`config.mk`:
```
export PLATFORM = sky130hd
export DESIGN_NAME = uart_frame_rx
export DESIGN_NICKNAME = d
export VERILOG_FILES = /design/src/rtl/uart_frame_rx.sv
export SDC_FILE = /design/constraint.sdc
export NUM_CORES = 1
export LEC_CHECK = 0
export ABC_CLOCK_PERIOD_IN_PS = 2700
export BUFFER_PORTS_ARGS = -buffer_cell sky130_fd_sc_hd__buf_4
export CAP_MARGIN = 20
export CORE_MARGIN = 3
export CORE_UTILIZATION = 45
export CTS_BUF_LIST = sky130_fd_sc_hd__clkbuf_4
export DETAILED_ROUTE_END_ITERATION = 8
export PLACE_DENSITY_LB_ADDON = 0.25
export SYNTH_ARGS = -nofsm -noshare
export SYNTH_HDL_FRONTEND = slang
export SYNTH_SLANG_ARGS = --single-unit
```
`constraint.sdc`:
```
create_clock -name i_Clk -period 2.7 [get_ports i_Clk]
set_clock_uncertainty 0.15 [all_clocks]
set_input_delay 0.54 -clock i_Clk [delete_from_list [all_inputs] [get_ports i_Clk]]
set_output_delay 0.54 -clock i_Clk [all_outputs]
set_load 0.005 [all_outputs]
```
`src/rtl/uart_frame_rx.sv`:
```
// 8N1 UART receiver that stores a fixed-length frame of bytes into an external RAM.
// A byte is written one cycle after its stop-bit sample; there is no backpressure and the line is never stalled.
module uart_frame_rx #(
  parameter int CLKS_PER_BIT    = 10850,
  parameter int BYTES_PER_FRAME = 9216,
  parameter int ADDR_W          = 15
) (
  input  logic              i_Clk,
  input  logic              i_Rst_n,
  input  logic              i_Rx,
  input  logic              i_Frame_Clear,
  output logic [7:0]        o_Byte,
  output logic              o_Wr_En,
  output logic [ADDR_W-1:0] o_Wr_Addr,
  output logic              o_Rx_Active,
  output logic              o_Frame_Done,
  output logic              o_Frame_Error
);

  localparam int CW = (CLKS_PER_BIT > 1) ? $clog2(CLKS_PER_BIT) : 1;
  localparam logic [CW-1:0]     HALF_CNT  = CW'(CLKS_PER_BIT / 2 - 1);
  localparam logic [CW-1:0]     LAST_CNT  = CW'(CLKS_PER_BIT - 1);
  localparam logic [ADDR_W-1:0] LAST_BYTE = ADDR_W'(BYTES_PER_FRAME - 1);

  typedef enum logic [1:0] {
    IDLE,
    START,
    DATA,
    STOP
  } state_t;

  state_t            state, state_nxt;
  logic [CW-1:0]     bit_cnt, bit_cnt_nxt;
  logic [2:0]        bit_idx, bit_idx_nxt;
  logic [7:0]        shift, shift_nxt;
  logic              stop_good, stop_bad;
  logic              rx_meta, rx_s;
  logic [ADDR_W-1:0] byte_cnt;

  // Idle-high reset value keeps a released reset from looking like a start bit.
  always_ff @(posedge i_Clk or negedge i_Rst_n) begin
    if (!i_Rst_n) begin
      rx_meta <= 1'b1;
      rx_s    <= 1'b1;
    end else begin
      rx_meta <= i_Rx;
      rx_s    <= rx_meta;
    end
  end

  always_ff @(posedge i_Clk or negedge i_Rst_n) begin
    if (!i_Rst_n) begin
      state   <= IDLE;
      bit_cnt <= '0;
      bit_idx <= '0;
      shift   <= '0;
    end else begin
      state   <= state_nxt;
      bit_cnt <= bit_cnt_nxt;
      bit_idx <= bit_idx_nxt;
      shift   <= shift_nxt;
    end
  end

  always_comb begin
    state_nxt   = state;
    bit_cnt_nxt = bit_cnt;
    bit_idx_nxt = bit_idx;
    shift_nxt   = shift;
    stop_good   = 1'b0;
    stop_bad    = 1'b0;
    case (state)
      IDLE: begin
        if (!rx_s) begin
          state_nxt   = START;
          bit_cnt_nxt = '0;
        end
      end
      START: begin
        // Re-check the line mid start bit so short glitches are rejected.
        if (bit_cnt == HALF_CNT) begin
          bit_cnt_nxt = '0;
          bit_idx_nxt = '0;
          state_nxt   = rx_s ? IDLE : DATA;
        end else begin
          bit_cnt_nxt = bit_cnt + 1'b1;
        end
      end
      DATA: begin
        if (bit_cnt == LAST_CNT) begin
          bit_cnt_nxt        = '0;
          shift_nxt[bit_idx] = rx_s;
          if (bit_idx == 3'd7) begin
            state_nxt = STOP;
          end else begin
            bit_idx_nxt = bit_idx + 1'b1;
          end
        end else begin
          bit_cnt_nxt = bit_cnt + 1'b1;
        end
      end
      STOP: begin
        if (bit_cnt == LAST_CNT) begin
          bit_cnt_nxt = '0;
          state_nxt   = IDLE;
          stop_good   = rx_s;
          stop_bad    = !rx_s;
        end else begin
          bit_cnt_nxt = bit_cnt + 1'b1;
        end
      end
      default: begin
        state_nxt   = IDLE;
        bit_cnt_nxt = '0;
      end
    endcase
  end

  assign o_Rx_Active = (state != IDLE);

  // Write port: a clear in the same cycle as a good stop drops the write.
  always_ff @(posedge i_Clk or negedge i_Rst_n) begin
    if (!i_Rst_n) begin
      o_Byte    <= '0;
      o_Wr_En   <= 1'b0;
      o_Wr_Addr <= '0;
    end else begin
      o_Wr_En <= 1'b0;
      if (stop_good) begin
        o_Byte <= shift;
        if (!o_Frame_Done && !i_Frame_Clear) begin
          o_Wr_En   <= 1'b1;
          o_Wr_Addr <= byte_cnt;
        end
      end
    end
  end

  always_ff @(posedge i_Clk or negedge i_Rst_n) begin
    if (!i_Rst_n) begin
      byte_cnt      <= '0;
      o_Frame_Done  <= 1'b0;
      o_Frame_Error <= 1'b0;
    end else if (i_Frame_Clear) begin
      byte_cnt      <= '0;
      o_Frame_Done  <= 1'b0;
      o_Frame_Error <= 1'b0;
    end else begin
      if (stop_bad) begin
        o_Frame_Error <= 1'b1;
      end
      // Count saturates at the frame length: once done, no further increments.
      if (stop_good && !o_Frame_Done) begin
        byte_cnt <= byte_cnt + 1'b1;
        if (byte_cnt == LAST_BYTE) begin
          o_Frame_Done <= 1'b1;
        end
      end
    end
  end

endmodule
```
### After elaboration in Yosys (flattened, before gate mapping)

Index checks and enable logic that the tools add are counted.

| storage, ports and cells | value |
|---|---|
| output and inout port bits | 27 |
| logic and storage cells | 79 |
| flip-flop bits (word level) | 70 |

| cells by class | value |
|---|---|
| $lt $le $gt $ge | 2 |
| $add $sub $neg | 3 |
| eq/ne operators | 13 |
| reduce and logical (&&, ||, !) cells | 18 |
| multiplexer cells | 31 |

Operators by type and width:

| operator | number |
|---|---|
| $mux W14 | 3 |
| $pmux W14 S3 | 1 |
| $mux W15 | 2 |
| $add A15 B1 Y15 const B | 1 |
| $eq A15 B14 Y1 const B | 1 |
| $add A14 B1 Y14 const B | 1 |
| $eq A14 B13 Y1 const B | 1 |
| $eq A14 B14 Y1 const B | 1 |
| $mux W1 | 12 |
| $mux W2 | 6 |
| $ne A2 B2 Y1 const B | 6 |
| $reduce_bool A2 Y1 | 5 |
| $mux W3 | 3 |
| $bwmux W8 | 1 |
| $pmux W2 S4 | 1 |
| $pmux W3 S2 | 1 |
| $reduce_and A2 Y1 | 3 |
| $reduce_and A5 Y1 | 1 |
| $eq A2 B2 Y1 const B | 2 |
| $lt A3 B4 Y1 const B | 1 |
| $reduce_and A4 Y1 | 1 |
| $add A3 B1 Y3 const B | 1 |
| $demux W1 S3 | 1 |
| $eq A3 B3 Y1 const B | 1 |
| other kinds (6) | 10 |

### Depth between registers and ports, before layout

Gate-level depths: netlist (run 1).

| logic depth | value |
|---|---|
| word-level depth | 6 |
| gate-level depth with buffers | 8 |

### Worst setup path after synthesis (run 1)

Ideal clock, no wire load.

| timing | value |
|---|---|
| path type | register to register |
| start | reg bit_cnt[1] |
| end | reg o_Wr_Addr[10] |
| arrival | 2296 ps |
| stages on the path, launching flop included | 9 |
| path buffers | 1 |
| setup slack | 130 ps |
| data required time | 2425 ps |
| period minus slack after synthesis | 2570 ps |
| cells stage by stage | dfrtp_1 inv_1 ha_1 and4bb_2 nand4_4 or4_4 nor2_2 buf_2 mux2_2 |

| between the ends | value |
|---|---|
| word-level cells in the longest chain between the ends | 4 |

RTL lines:

| element | line | text |
|---|---|---|
| from (decl) | 33 | `logic [CW-1:0] bit_cnt, bit_cnt_nxt;` |
| from (signal assigned) | 59 | `bit_cnt <= bit_cnt_nxt;` |
| $eq A14 B14 Y1 | 103 | `if (bit_cnt == LAST_CNT) begin` |
| $mux W1 | 103 |  |
| $mux W1 | 72 | `case (state)` |
| $reduce_and A2 Y1 (no source line) | -- |  |
| to (signal assigned) | 133 | `o_Wr_Addr <= byte_cnt;` |
| to (decl) | 14 | `output logic [ADDR_W-1:0] o_Wr_Addr,` |

Every way passes these cells.
A chain may end at the register's enable or synchronous reset.

### Worst setup path in the final report (run 1)

| timing | value |
|---|---|
| start | reg bit_cnt[1] |
| end | reg o_Wr_Addr[0] |

The elaborated chain is that of the path after synthesis.

==> results of run 1 <==
worst max-delay path, delay by kind of cell (launching register included):
family	cells	cell delay, ns
muxes	1	0.35
buffers and inverters	2	0.28
DFF	1	0.42
adders and majority gates	1	0.14
and+or+nand+nor	4	1.09
state kept, by name (all words and copies together) (netlist names), named ones only:
register	cells
bit_cnt	14
bit_idx	3
byte_cnt	15
o_Byte	8
o_Frame_Done	1
o_Frame_Error	1
o_Wr_Addr	15
o_Wr_En	1
rx_meta	1
rx_s	1
shift	8
state	1
synth_stat cells, drive strengths merged:
library cell / count / area share (%)
nand2: 50 / 5.5
a21oi: 15 / 2.2
o211ai: 1 / 0.22
dfrtp: 68 / 50
nand2b: 5 / 0.92
ha: 6 / 2.2
nand4bb: 1 / 0.33
o31ai: 7 / 1.5
nor2: 24 / 2.7
and2: 1 / 0.18
or4: 5 / 1.2
nand3: 11 / 1.6
mux2: 25 / 8.3
or3: 3 / 0.55
xor2: 2 / 0.52
o41ai: 1 / 0.26
and4bb: 2 / 0.85
or2: 2 / 0.37
nor2b: 8 / 1.5
inv: 7 / 0.77
clkbuf: 10 / 1.1
nor3: 9 / 1.5
nand4: 11 / 2.5
buf: 3 / 0.81
a21boi: 2 / 0.55
and4: 4 / 1.0
dfstp: 2 / 1.5
nor4: 7 / 1.3
a211o: 1 / 0.26
a41oi: 2 / 0.52
xnor2: 4 / 1.0
or4bb: 2 / 0.66
and3: 5 / 0.92
o21ai: 13 / 1.9
a21o: 2 / 0.44
a31oi: 8 / 1.5
mux2i: 2 / 0.59
layer usage:
layer  wire length, um  track usage [%]  up-vias
met5                 0                0        -
met4               131             8.55        0
met3               227             3.66       13
met2              3290             27.2       51
met1              3300             25.1     1246
li1                  -                -     1276
worst paths after layout:
path	endpoint	cells after the start
setup reg to reg	o_Wr_Addr[0]	8
setup / recovery	o_Wr_Addr[0]	8
hold / removal	o_Byte[2]	1
max in group asynchronous	byte_cnt[3]	1
hold reg to reg	rx_s	0
min in group i_Clk	rx_meta	1
power by group through the flow:
stage / clock [mW] / sequential, mW / combinational [mW]
final: 0.730 / 1.05 / 0.0342
after global routing: 0.801 / 1.05 / 0.0407
after CTS: 0.751 / 1.05 / 0.0361
after detailed placement: 0 / 1.07 / 0.0361
after global placement: 0 / 1.07 / 0.0357
after floorplan: 0 / 1.07 / 0.00964
stage by stage:
step | setup slack (ns) | util [%] | cell area [um2]
floorplan | 0.130 | - | 3400
global placement | 0.131 | 51.6 | 3760
detailed placement | 0.0868 | 51.6 | 3760
CTS | 0.0544 | 53.7 | 3910
global route | 0.00562 | 53.9 | 3930
finish | 0.138 | 53.9 | 3930
final cells by class:
cell class                      instances  share of cell area (%)
Sequential cell                        70                    44.6
Multi-Input combinational cell        241                    39.9
Timing Repair Buffer                   41                    7.83
Tap cell                               99                    3.15
Clock buffer                           10                    1.91
Clock inverter                          5                    1.91
Inverter                                7                   0.668
repair_timing:
action / 4_1_cts / 5_1_grt
hold buffers: 0 / 0
resized for setup: 0 / 3
endpoints found under the setup margin: 0 / 26
logic make-up (layout without fill, tap and decap cells):
| kind of cell | count (synthesis) | after routing | share of synthesized area (%) |
|---|---|---|---|
| fa+ha+maj | 6 | 6 | 2.21 |
| buf+inv | 20 | 63 | 2.73 |
| compound gates | 52 | 52 | 9.39 |
| mux | 27 | 27 | 8.88 |
| simple gates | 150 | 150 | 23.6 |
| flops | 70 | 70 | 51.6 |
| xor+xnor | 6 | 6 | 1.55 |
==> metrics, run 1 <==
setup tns final 0 ns; post-DP HPWL 4850 um; Worst Hold Class in2async; clk_lat worst skew 0.41 ns; number of primary I/O pins 31; Yosys reg bits 70; Relative slew margins 41.7%; antenna-violating nets left 0; WHS 0.0774 ns; fill count 681; Slowest-stage cell, CP or4_4; RePlAce Congestion 0.877; Syn Area/Cell 10.3 um2; Max VDD drop 0.217 mV; Fin. Hold Viols 0; Cells after Synth 331; Reg power frac 58.0%; reg2reg start bit_cnt[1]; nets 380; status finished clean; final cell count without fillers 473; Seq/Total Area, Yosys 51.6%; Worst-Margin Slew 0.875 ns; P_leak 1.87 nW; count of final setup violators 0; vias per std cell 5.47; most frequent cells in the layout dfrtp_1, nand2_1, buf_4; initial DRC count 134; Residual DRC 0; Max Cap Viol 0; port buffer count 30; critical path class reg2reg; gr usage total 18.1%; most common cell after layout, fill and taps aside dfrtp_1; NetSw 384 uW; sw frac 21.1%; total grt overflow 0; CTS H-tree lvls 3; FMAX 390 MHz; worst path cell trace inv_1 -> ha_1 -> and4bb_2 -> nand4_4 -> or4_4 -> nor2_2 -> buf_4 -> mux2_2; die width 92.9 um; placed cells 458; vias 2586; TritonCTS Buffers 9; minimum clock period 2.56 ns; post-synth cell types 46; CTS tree yes; crit path launch bit_cnt[1]; CTS Buffer Depth 2; layout cell share with drive strength beyond 1 25.1%; initial antenna violation count 0; Routed WL per cell 14.7 um; Worst EP required 2.83 ns; Final Cycle Share 94.9%; Post-CTS Setup Bufs 0; Initial Utilization 46.6%; die area 8630 um2; first-pass GRT wire length 12400 um; Clock Sinks 70; CP Max Fanout 11; P_int 1.43 mW; pin count of the biggest net entering global routing 71; arrival time at the worst endpoint 2.69 ns; warnings from Yosys 0; clock share of power 40.2%; multi-input logic area 1570 um2; Post-Route WL 6960 um; register area 1750 um2; ant diodes 0; Setup crit start kind flop; RSZ-0062 raised after global routing false; PwrDens 462 nW/um2; Die H 92.9 um; row count 31; Worst path max stage delay 0.53 ns; Synth Cell Area 3400 um2; r2r setup slk 0.14 ns; power share of the combinational group 1.9%; CTS Root Cell clkbuf_4; Power Total 1.82 mW; vias in the first global route 2581; DR pass1 iterations 4; Synth Net Count 341; Pins Over Slew Limit 0; Critical Path End Type flop; core area 7290 um2; P&R area growth vs syn 15.7%; CTS clk-pin slew, worst paths 0.12 ns
(Power assumes the default switching activity.)
==> inputs of run 2 (changes only) <==
--- a/config.mk
+++ b/config.mk
@@ -13,6 +13,7 @@
 export CTS_BUF_LIST = sky130_fd_sc_hd__clkbuf_4
 export DETAILED_ROUTE_END_ITERATION = 8
 export PLACE_DENSITY_LB_ADDON = 0.25
+export SETUP_SLACK_MARGIN = 0.5
 export SYNTH_ARGS = -nofsm -noshare
 export SYNTH_HDL_FRONTEND = slang
 export SYNTH_SLANG_ARGS = --single-unit
==> run 2 against run 1 <==
First-iteration DRC count increased by 44%. Sequential power about the same. Clock power increased by 5.8%. Critical path depth increased by 1. Non-clock buffer count increased by 31. Critical path type unchanged. Via count increased by 10%. Register-to-register slack improved by 0.03 ns. Utilization increased by 8.3 points. Flip-flop and latch count unchanged. Worst setup slack improved by 0.031 ns. Die area unchanged. Largest cell class is now multi-input combinational cells. Highest routed layer unchanged.
==> metrics, run 2 (synthesized netlist as in run 1, its figures left out) <==
Regs by FF count byte_cnt x15, o_Wr_Addr x15, bit_cnt x14; pin count of the biggest net entering global routing 71 (unchanged); port buffer count 30 (unchanged); clock share of power 41.5% (+1.3 points); ant diodes 0 (unchanged); antenna-violating nets left 0 (unchanged); Max VDD drop 0.238 mV (+9.7%); WHS 0.0814 ns (+0.00398 ns); NetSw 414 uW (+7.7%); CTS Root Cell clkbuf_4; TritonCTS Buffers 9 (unchanged); Final Cycle Share 93.7% (-1.2 points); count of final setup violators 0 (unchanged); dpl ws 0.188 ns (+0.101 ns); RSZ-0062 raised after global routing true; final worst setup slack 0.169 ns (+0.0313 ns); most common cell after layout, fill and taps aside dfrtp_1; placed instance area 3780 um2 (+0.47%); P_int 1.45 mW (+0.98%); core area 7290 um2 (unchanged); arrival time at the worst endpoint 2.69 ns (about the same); CTS clk-pin slew, worst paths 0.12 ns (about the same); Max Cap Viol 0 (unchanged); Die H 92.9 um (unchanged); most frequent CP cell buf_6; initial DRC count 193 (+44%); CP Max Fanout 5 (-6); Critical Path End Type flop; PwrDens 410 nW/um2 (-11%); Worst-Margin Slew 0.873 ns (-0.00249 ns); Relative slew margins 41.8% (+0.17 points); vias per std cell 5.65 (+3.3%); CTS Buffer Depth 2 (unchanged); Residual DRC 0 (unchanged); Routed WL per cell 16.9 um (+15%); worst path cell trace inv_2 -> buf_6 -> ha_4 -> or4bb_4 -> o41ai_4 -> a21boi_4 -> buf_6 -> nor3_2 -> a211o_1; sw frac 22.2% (+1.1 points); Worst EP required 2.86 ns (+0.03 ns); die width 92.9 um (unchanged); RePlAce Congestion 0.813 (-7.2%); P&R area growth vs syn 33.6%; Post-Route WL 8540 um (+23%); Reg power frac 56.6% (-1.4 points); gr usage total 20.0% (+1.9 points); Setup crit start kind flop; fill count 590 (-13%); most frequent cells in the layout dfrtp_1, buf_4, nand2_1; Slowest-stage cell, CP or4bb_4; Worst Hold Class in2async; layout cell share with drive strength beyond 1 41.4% (+16 points); number of primary I/O pins 31 (unchanged); Worst path max stage delay 0.46 ns (-0.07 ns); Power Total 1.86 mW (+2.4%); die area 8630 um2 (unchanged); minimum clock period 2.53 ns (-0.0313 ns); initial antenna violation count 0 (unchanged); power share of the combinational group 1.9% (about the same); DR pass1 iterations 4 (unchanged); P_leak 2.09 nW (+12%); vias in the first global route 2873 (+11%); total grt overflow 0 (unchanged); FMAX 395 MHz (+1.2%); status finished clean; first-pass GRT wire length 13800 um (+11%); clk_lat worst skew 0.42 ns (about the same); CTS H-tree lvls 3 (unchanged); hold buffers post-CTS 0 (unchanged); Clock Sinks 70 (unchanged); CTS tree yes; critical path class reg2reg; Pins Over Slew Limit 0 (unchanged); Fin. Hold Viols 0 (unchanged); setup tns final 0 ns (unchanged); nets 412 (+8.4%); post-DP HPWL 4850 um (+0.12%); row count 31 (unchanged); final non-filler cell area 4540 um2 (+15%); Initial Utilization 46.6% (unchanged); vias 2853 (+10%)
==> run 2: changes by cell type in the layout (fill, tap and decap cells not counted), sizes merged <==
cell	before	now
buf	41	72
clkbuf	10	11
clkinv	3	2
clkinvlp	0	1
inv	7	6
o21ai	13	14
==> run 2: cell type report <==
type,count,area [um2],share of cell area (%)
sequential,70,1760,38.7
tap,99,124,2.73
clock buffer,11,82.6,1.82
multi-input combinational,242,1850,40.8
timing repair buffer,72,622,13.7
clock inverter,4,72.6,1.60
inverter,7,30.0,0.662
==> run 2: worst max-delay path: cells and delay by family (launching register included) <==
| kind | cells | cell delay (ns) |
|---|---|---|
| buffers and inverters | 3 | 0.35 |
| flip-flops | 1 | 0.41 |
| adder cells (fa/ha/maj) | 1 | 0.10 |
| AND/OR/NAND/NOR | 2 | 0.50 |
| AO/OA/AOI/OAI | 3 | 0.91 |
==> run 2: metrics by stage <==
step | utilization, % | std cells
after global routing | 62.3 | 505
after CTS | 58.4 | 491
after floorplan | - | 331
final | 62.3 | 505
after global placement | 51.8 | 451
after detailed placement | 51.8 | 451
==> run 2: path summary, 6_finish.rpt <==
| kind | start | end | slack, ns | depth (start not counted) |
|---|---|---|---|---|
| setup / recovery | bit_cnt[1] | bit_cnt[9] | 0.17 | 9 |
| hold / removal | i_Rst_n | o_Frame_Done | 0.08 | 1 |
| setup reg to reg | bit_cnt[1] | bit_cnt[9] | 0.17 | 9 |
| hold reg to reg | rx_meta | rx_s | 0.21 | 0 |
| max in group asynchronous | i_Rst_n | state[0] | 1.72 | 1 |
| min in group i_Clk | i_Rx | rx_meta | 0.08 | 1 |
==> run 2: routing by layer <==
metal / track usage (%) / routed length (um) / vias to the layer above
li1: - / - / 1341
met1: 26.1 / 3770 / 1427
met2: 32.3 / 4260 / 66
met3: 4.14 / 350 / 19
met4: 8.55 / 158 / 0
met5: 0 / 0 / -
==> run 2: what timing repair did <==
item / 4_1_cts / 5_1_grt
buffers inserted: 23 / 14
resized for setup: 33 / 49
endpoints found under the setup margin: 40 / 53
gates cloned: 2 / 0
pin swaps: 8 / 15
==> run 2: power groups by stage <==
stage	sequential, mW	clock, mW	combinational [mW]
after floorplan	1.07	0	0.00966
after global placement	1.07	0	0.0356
after detailed placement	1.07	0	0.0356
after CTS	1.05	0.776	0.0358
after global routing	1.05	0.819	0.0409
final	1.05	0.772	0.0349
